--- src/rtl/arith_scoreboard.sv ---
// Pipelined reference checker: computes expected add/sub/mul/max results, aligns them to DUT latency,
// and reports match/mismatch pulses, saturating counters and first-failure capture (ARITH_SCOREBOARD_CAPTURE_EN).
module arith_scoreboard #(
   parameter int unsigned WIDTH   = 32,
   parameter int unsigned LATENCY = 1,
   parameter int unsigned CNT_W   = 16
) (
   input  logic             clk,
   input  logic             reset,
   input  logic             i_valid,
   input  logic [1:0]       i_mode,
   input  logic [WIDTH-1:0] i_dut_ia,
   input  logic [WIDTH-1:0] i_dut_ib,
   input  logic [WIDTH-1:0] i_dut_os,
   input  logic             i_clear,
   output logic             o_event,
   output logic             o_error,
   output logic             o_sticky_fail,
   output logic [CNT_W-1:0] o_pass_cnt,
   output logic [CNT_W-1:0] o_fail_cnt,
   output logic [WIDTH-1:0] o_first_fail_exp,
   output logic [WIDTH-1:0] o_first_fail_got
);

   localparam logic [CNT_W-1:0] CNT_MAX = '1;

   logic [WIDTH-1:0]   exp_c;
   logic [LATENCY-1:0] vld_q;
   logic [WIDTH-1:0]   pipe_q [LATENCY];
   logic               match_c;
   logic               mism_c;

   logic             event_q, event_d;
   logic             error_q, error_d;
   logic             sticky_q, sticky_d;
   logic [CNT_W-1:0] pass_q, pass_d;
   logic [CNT_W-1:0] fail_q, fail_d;

   // Reference model, all arithmetic modulo 2^WIDTH.
   always_comb begin
      exp_c = '0;
      case (i_mode)
         2'b00:   exp_c = i_dut_ia + i_dut_ib;
         2'b01:   exp_c = i_dut_ia - i_dut_ib;
         2'b10:   exp_c = WIDTH'(i_dut_ia * i_dut_ib);
         default: exp_c = (i_dut_ia > i_dut_ib) ? i_dut_ia : i_dut_ib;
      endcase
   end

   // Valid bits are cleared by reset so in-flight beats are discarded.
   always_ff @(posedge clk) begin
      if (reset) begin
         vld_q <= '0;
      end else begin
         vld_q[0] <= i_valid;
         for (int unsigned i = 1; i < LATENCY; i++) vld_q[i] <= vld_q[i-1];
      end
   end

   always_ff @(posedge clk) begin
      pipe_q[0] <= exp_c;
      for (int unsigned i = 1; i < LATENCY; i++) pipe_q[i] <= pipe_q[i-1];
   end

   assign match_c = vld_q[LATENCY-1] && (pipe_q[LATENCY-1] == i_dut_os);
   assign mism_c  = vld_q[LATENCY-1] && (pipe_q[LATENCY-1] != i_dut_os);

   // Clear is applied first, then the outcome of the current comparison.
   always_comb begin
      event_d  = match_c;
      error_d  = mism_c;
      sticky_d = i_clear ? 1'b0 : sticky_q;
      pass_d   = i_clear ? '0 : pass_q;
      fail_d   = i_clear ? '0 : fail_q;
      if (match_c && (pass_d != CNT_MAX)) pass_d = pass_d + CNT_W'(1);
      if (mism_c && (fail_d != CNT_MAX))  fail_d = fail_d + CNT_W'(1);
      if (mism_c) sticky_d = 1'b1;
   end

   always_ff @(posedge clk) begin
      if (reset) begin
         event_q  <= 1'b0;
         error_q  <= 1'b0;
         sticky_q <= 1'b0;
         pass_q   <= '0;
         fail_q   <= '0;
      end else begin
         event_q  <= event_d;
         error_q  <= error_d;
         sticky_q <= sticky_d;
         pass_q   <= pass_d;
         fail_q   <= fail_d;
      end
   end

`ifdef ARITH_SCOREBOARD_CAPTURE_EN
   logic [WIDTH-1:0] ff_exp_q, ff_exp_d;
   logic [WIDTH-1:0] ff_got_q, ff_got_d;
   logic             sticky_clr_c;

   // Capture loads only on the first mismatch after reset or clear.
   always_comb begin
      sticky_clr_c = i_clear ? 1'b0 : sticky_q;
      ff_exp_d     = i_clear ? '0 : ff_exp_q;
      ff_got_d     = i_clear ? '0 : ff_got_q;
      if (mism_c && !sticky_clr_c) begin
         ff_exp_d = pipe_q[LATENCY-1];
         ff_got_d = i_dut_os;
      end
   end

   always_ff @(posedge clk) begin
      if (reset) begin
         ff_exp_q <= '0;
         ff_got_q <= '0;
      end else begin
         ff_exp_q <= ff_exp_d;
         ff_got_q <= ff_got_d;
      end
   end

   assign o_first_fail_exp = ff_exp_q;
   assign o_first_fail_got = ff_got_q;
`else
   assign o_first_fail_exp = '0;
   assign o_first_fail_got = '0;
`endif

   assign o_event       = event_q;
   assign o_error       = error_q;
   assign o_sticky_fail = sticky_q;
   assign o_pass_cnt    = pass_q;
   assign o_fail_cnt    = fail_q;

endmodule

--- config.mk ---
export PLATFORM = sky130hd
export DESIGN_NAME = arith_scoreboard
export DESIGN_NICKNAME = d
export VERILOG_FILES = /design/src/rtl/arith_scoreboard.sv
export SDC_FILE = /design/constraint.sdc
export NUM_CORES = 2
export LEC_CHECK = 0
export ABC_AREA = 1
export CORE_MARGIN = 2
export CORE_UTILIZATION = 35
export DETAILED_ROUTE_END_ITERATION = 16
export PLACE_DENSITY = 0.61
export SETUP_SLACK_MARGIN = 0.5
export SYNTH_ARGS = -nofsm -noshare
export SYNTH_HDL_FRONTEND = slang
export SYNTH_SLANG_ARGS = --single-unit
--- constraint.sdc ---
create_clock -name clk -period 8.8 [get_ports clk]
set_input_delay 1.76 -clock clk [delete_from_list [all_inputs] [get_ports clk]]
set_output_delay 1.76 -clock clk [all_outputs]
set_load 0.02 [all_outputs]
==> summary.md <==
| Metric | Value |
|---|---|
| Clock sinks | `68` |
| Mapped cell area | `0.02495 sq mm` |
| Startpoint class of the critical path | `input port` |
| Layout Cells excl Fill | `4,708` |
| H-tree depth | `3` |
| Max Freq | `122.8 MHz` |
| Setup TNS | `0 ps` |
| CTS max path bufs | `2` |
| First DRT Iteration DRCs | `2,234` |
| WHS Endpoint | `o_event$_SDFF_PP0_` |
| Max FO, Critical Path | `11` |
| Vias per cell | `4.929` |
| Gate Count Post-Synth | `3,608` |
| Status | `completed` |
| Critical path buffer and inverter count | `8` |
| Clk_lat worst skew | `350 ps` |
| Max-slew headroom | `28.98%` |
| DIE AREA | `about 0.073 sq mm` |
| Hold Buf Count CTS | `0` |
| Async set or reset register ratio after synthesis | `0%` |
| Tcrit/Tclk final | `between 90% and 100%` |
| WL/cell | `19.04 microns` |
| Yosys reg bits | `between 60 and 70` |
| Multi-input gate area | `0.01937 sq mm` |
| Number of antenna violations at the first check in global routing | `5` |
| Placer congestion estimate | `between 0.9 and 1` |
| Hold wc startpoint | `vld_q$_SDFF_PP0_` |
| DRT Wirelength | `~90 mm` |
| Total number of yosys warnings | `0` |
| Critical path class | `in -> reg` |
| Final Setup Violations | `0` |
| Pins over their slew limit | `0` |
| Worst EP arrival | `8380 ps` |
| Die X | `271 microns` |
| Most common cell on crit path | `fa_1` |
| Top Family by Delay on Critical Path | `adder cells` |
| Routed vias | `23,206` |
| Worst path slowest cell | `fa_2` |
| DRC violations left | `0` |
| Drt pass-1 iters | `7` |
| CTS tree | `yes` |
| Worst Hold Class | `reg -> reg` |
| Hold Violations, Final | `0` |
| Post-layout util | `41.34%` |
| Synth area leader | `fa_1` |
| Total track usage | `23.21%` |
| Grt total ovfl | `0` |
| Worst-Margin Slew | `1056 ps` |
| Final setup skew | `12.01 ps` |
| Num CTS Buffers | `9` |
| Hold path cells | `2` |
| Critical path endpoint category | `flip-flop` |
| Area delta synth->final | `16.42%` |
| DRT antenna net count | `0` |
| CP max stage delay | `540 ps` |
| Clk pin slew, worst setup/hold paths | `approximately 70 ps` |
| Worst flop-to-flop path startpoint | `pipe_q[0][4]$_DFF_P_` |
| Detailed placer's ending HPWL | `about 70 mm` |
| Placement row count | `97` |
| Maxcap violations | `0` |
| Nets | `approximately 4,500` |
| Reg2reg path depth | `9` |
| Area share of the largest cell type after synthesis | `32.90%` |
| RSZ-0062 raised after global routing | `no` |
| Die height | `between 200 and 300 microns` |
| Largest cells by area after synthesis | `fa_1 (33%), inv_1 (14%), nand2_1 (13%), ha_1 (9.4%), dfxtp_1 (5.5%)` |
| Fraction of layout instances using a drive strength above 1 | `7.594%` |
| Num ports | `around 200` |
| I/O Buffers | `136` |
| Sequential fraction of the synthesis area | `5.456%` |
| Largest net degree at the start of global routing | `33` |
| First-pass GRT wire length | `132.5 mm` |
| Syn_area_per_cell | `approximately 6.9 sq um` |
| Yosys cell types | `58` |
| Period minus WS final | `8143 ps` |
| EDFF count, synth | `0` |
| Core area | `0.07027 sq mm` |
| Worst EP required | `9040 ps` |
| FF-to-FF End | `o_pass_cnt[7]$_SDFF_PP0_` |
| Top FF cell, synth | `dfxtp_1` |
| Root Buffer | `clkbuf_16` |
| Worst reg2reg setup slack | `5770 ps` |
| Reg area | `around 0.0014 sq mm` |
| Number of global-route vias before repair | `approximately 23,000` |
| Initial core utilization | `about 36%` |
| Placed cells | `4,651` |
| Filler instances | `7,328` |
## flip-flops by register name, indices dropped and copies added, names as in the netlist
signal,flops
vld_q,1
o_fail_cnt,16
o_pass_cnt,16
o_error,1
o_event,1
pipe_q,32
o_sticky_fail,1
## worst max path at each step
| stage | from | end | slack [ps] | cells past startpoint |
|---|---|---|---|---|
| 2_1_floorplan | i_dut_ib[6] | pipe_q[0][29]$_DFF_P_ | 710 | 27 |
| 3_3_place_gp | i_dut_ib[17] | pipe_q[0][30]$_DFF_P_ | -50 | 26 |
| 3_5_place_dp | i_dut_ib[17] | pipe_q[0][30]$_DFF_P_ | -30 | 26 |
| 4_1_cts | i_dut_ia[9] | pipe_q[0][29]$_DFF_P_ | 500 | 27 |
| 5_1_grt | i_dut_ia[7] | pipe_q[0][27]$_DFF_P_ | 440 | 28 |
| 6_report | i_dut_ia[7] | pipe_q[0][27]$_DFF_P_ | 660 | 28 |
## area by class of cell
class | instances | area share (%)
Sequential cell | 68 | 4.686
Multi-Input combinational cell | 2443 | 66.68
Antenna cell | 2 | 0.01723
Timing Repair Buffer | 295 | 11.36
Inverter | 944 | 12.20
Tap cell | 940 | 4.049
Clock buffer | 10 | 0.7882
Clock inverter | 6 | 0.2197
## cell usage in the layout (no fill, tap or decap), types with 36 or more instances in the layout
| cell type | netlist | final |
|---|---|---|
| buf_4 | 68 | 104 |
| dfxtp_1 | 68 | 68 |
| o21ai_1 | 34 | 36 |
| fa_1 | 410 | 404 |
| clkdlybuf4s50_1 | 0 | 100 |
| conb_1 | 1 | 64 |
| ha_1 | 188 | 175 |
| inv_1 | 932 | 932 |
| o21ai_0 | 125 | 123 |
| nand3_1 | 115 | 112 |
| a21oi_1 | 201 | 192 |
| nor2_1 | 162 | 161 |
| nand2_1 | 874 | 871 |
## timing repair
item	in CTS	in global routing
endpoints found under the setup margin	3	16
cloned	2	16
hold endpoints to repair	0	0
setup buffers	0	21
pin swaps	1	35
resized for setup	8	97
## synthesized netlist by cell type, types with 4 or more instances
master / count
inv_1: 932
nand2_1: 874
fa_1: 410
a21oi_1: 201
ha_1: 188
nor2_1: 162
o21ai_0: 125
nand3_1: 115
clkbuf_1: 86
buf_4: 68
dfxtp_1: 68
buf_2: 37
xnor2_1: 35
o21ai_1: 34
nand4_1: 31
nor3_1: 31
xor2_1: 28
a21o_1: 15
buf_1: 13
o21bai_1: 12
nand3b_1: 11
o2111ai_1: 11
or2_2: 11
inv_2: 10
nand2_2: 10
buf_6: 8
nor4_1: 7
a31oi_1: 6
o21a_1: 6
a21oi_2: 5
o221ai_1: 5
nand3_2: 4
nor2_2: 4
o211ai_1: 4
o21ai_2: 4
## tightest hold or removal path, cell delays in order (launching register included)
cell and delay [ps]:
dfxtp_1 310, inv_1 70, nor3_1 50
## metrics by stage
stage,setup slack (ps),hold slack [ps],cell area (sq um)
floorplan,705.1,447.8,25190
global placement,-47.18,462.0,27800
detailed placement,-25.65,470.5,27800
CTS,502.6,478.1,28170
global route,435.8,497.9,29050
finish,657.2,472.9,29050
## cells by family after synthesis
group	count (synthesis)	share of synthesized area (%)
compound gates	441	9.838
other cells	1	0.01503
simple gates	1277	21.23
fa+ha+maj	598	42.32
flops	68	5.456
xor+xnor	63	2.211
buf+inv	1160	18.93
## metal layers
metal,wire (microns),global-route usage [%]
met1,39240,32.40
met2,41030,38.85
met3,6759,1.882
met4,2626,5.510
met5,0,0
Power is not shown: default switching activity piles up to over one toggle a cycle in this logic, so the estimate is an artifact.
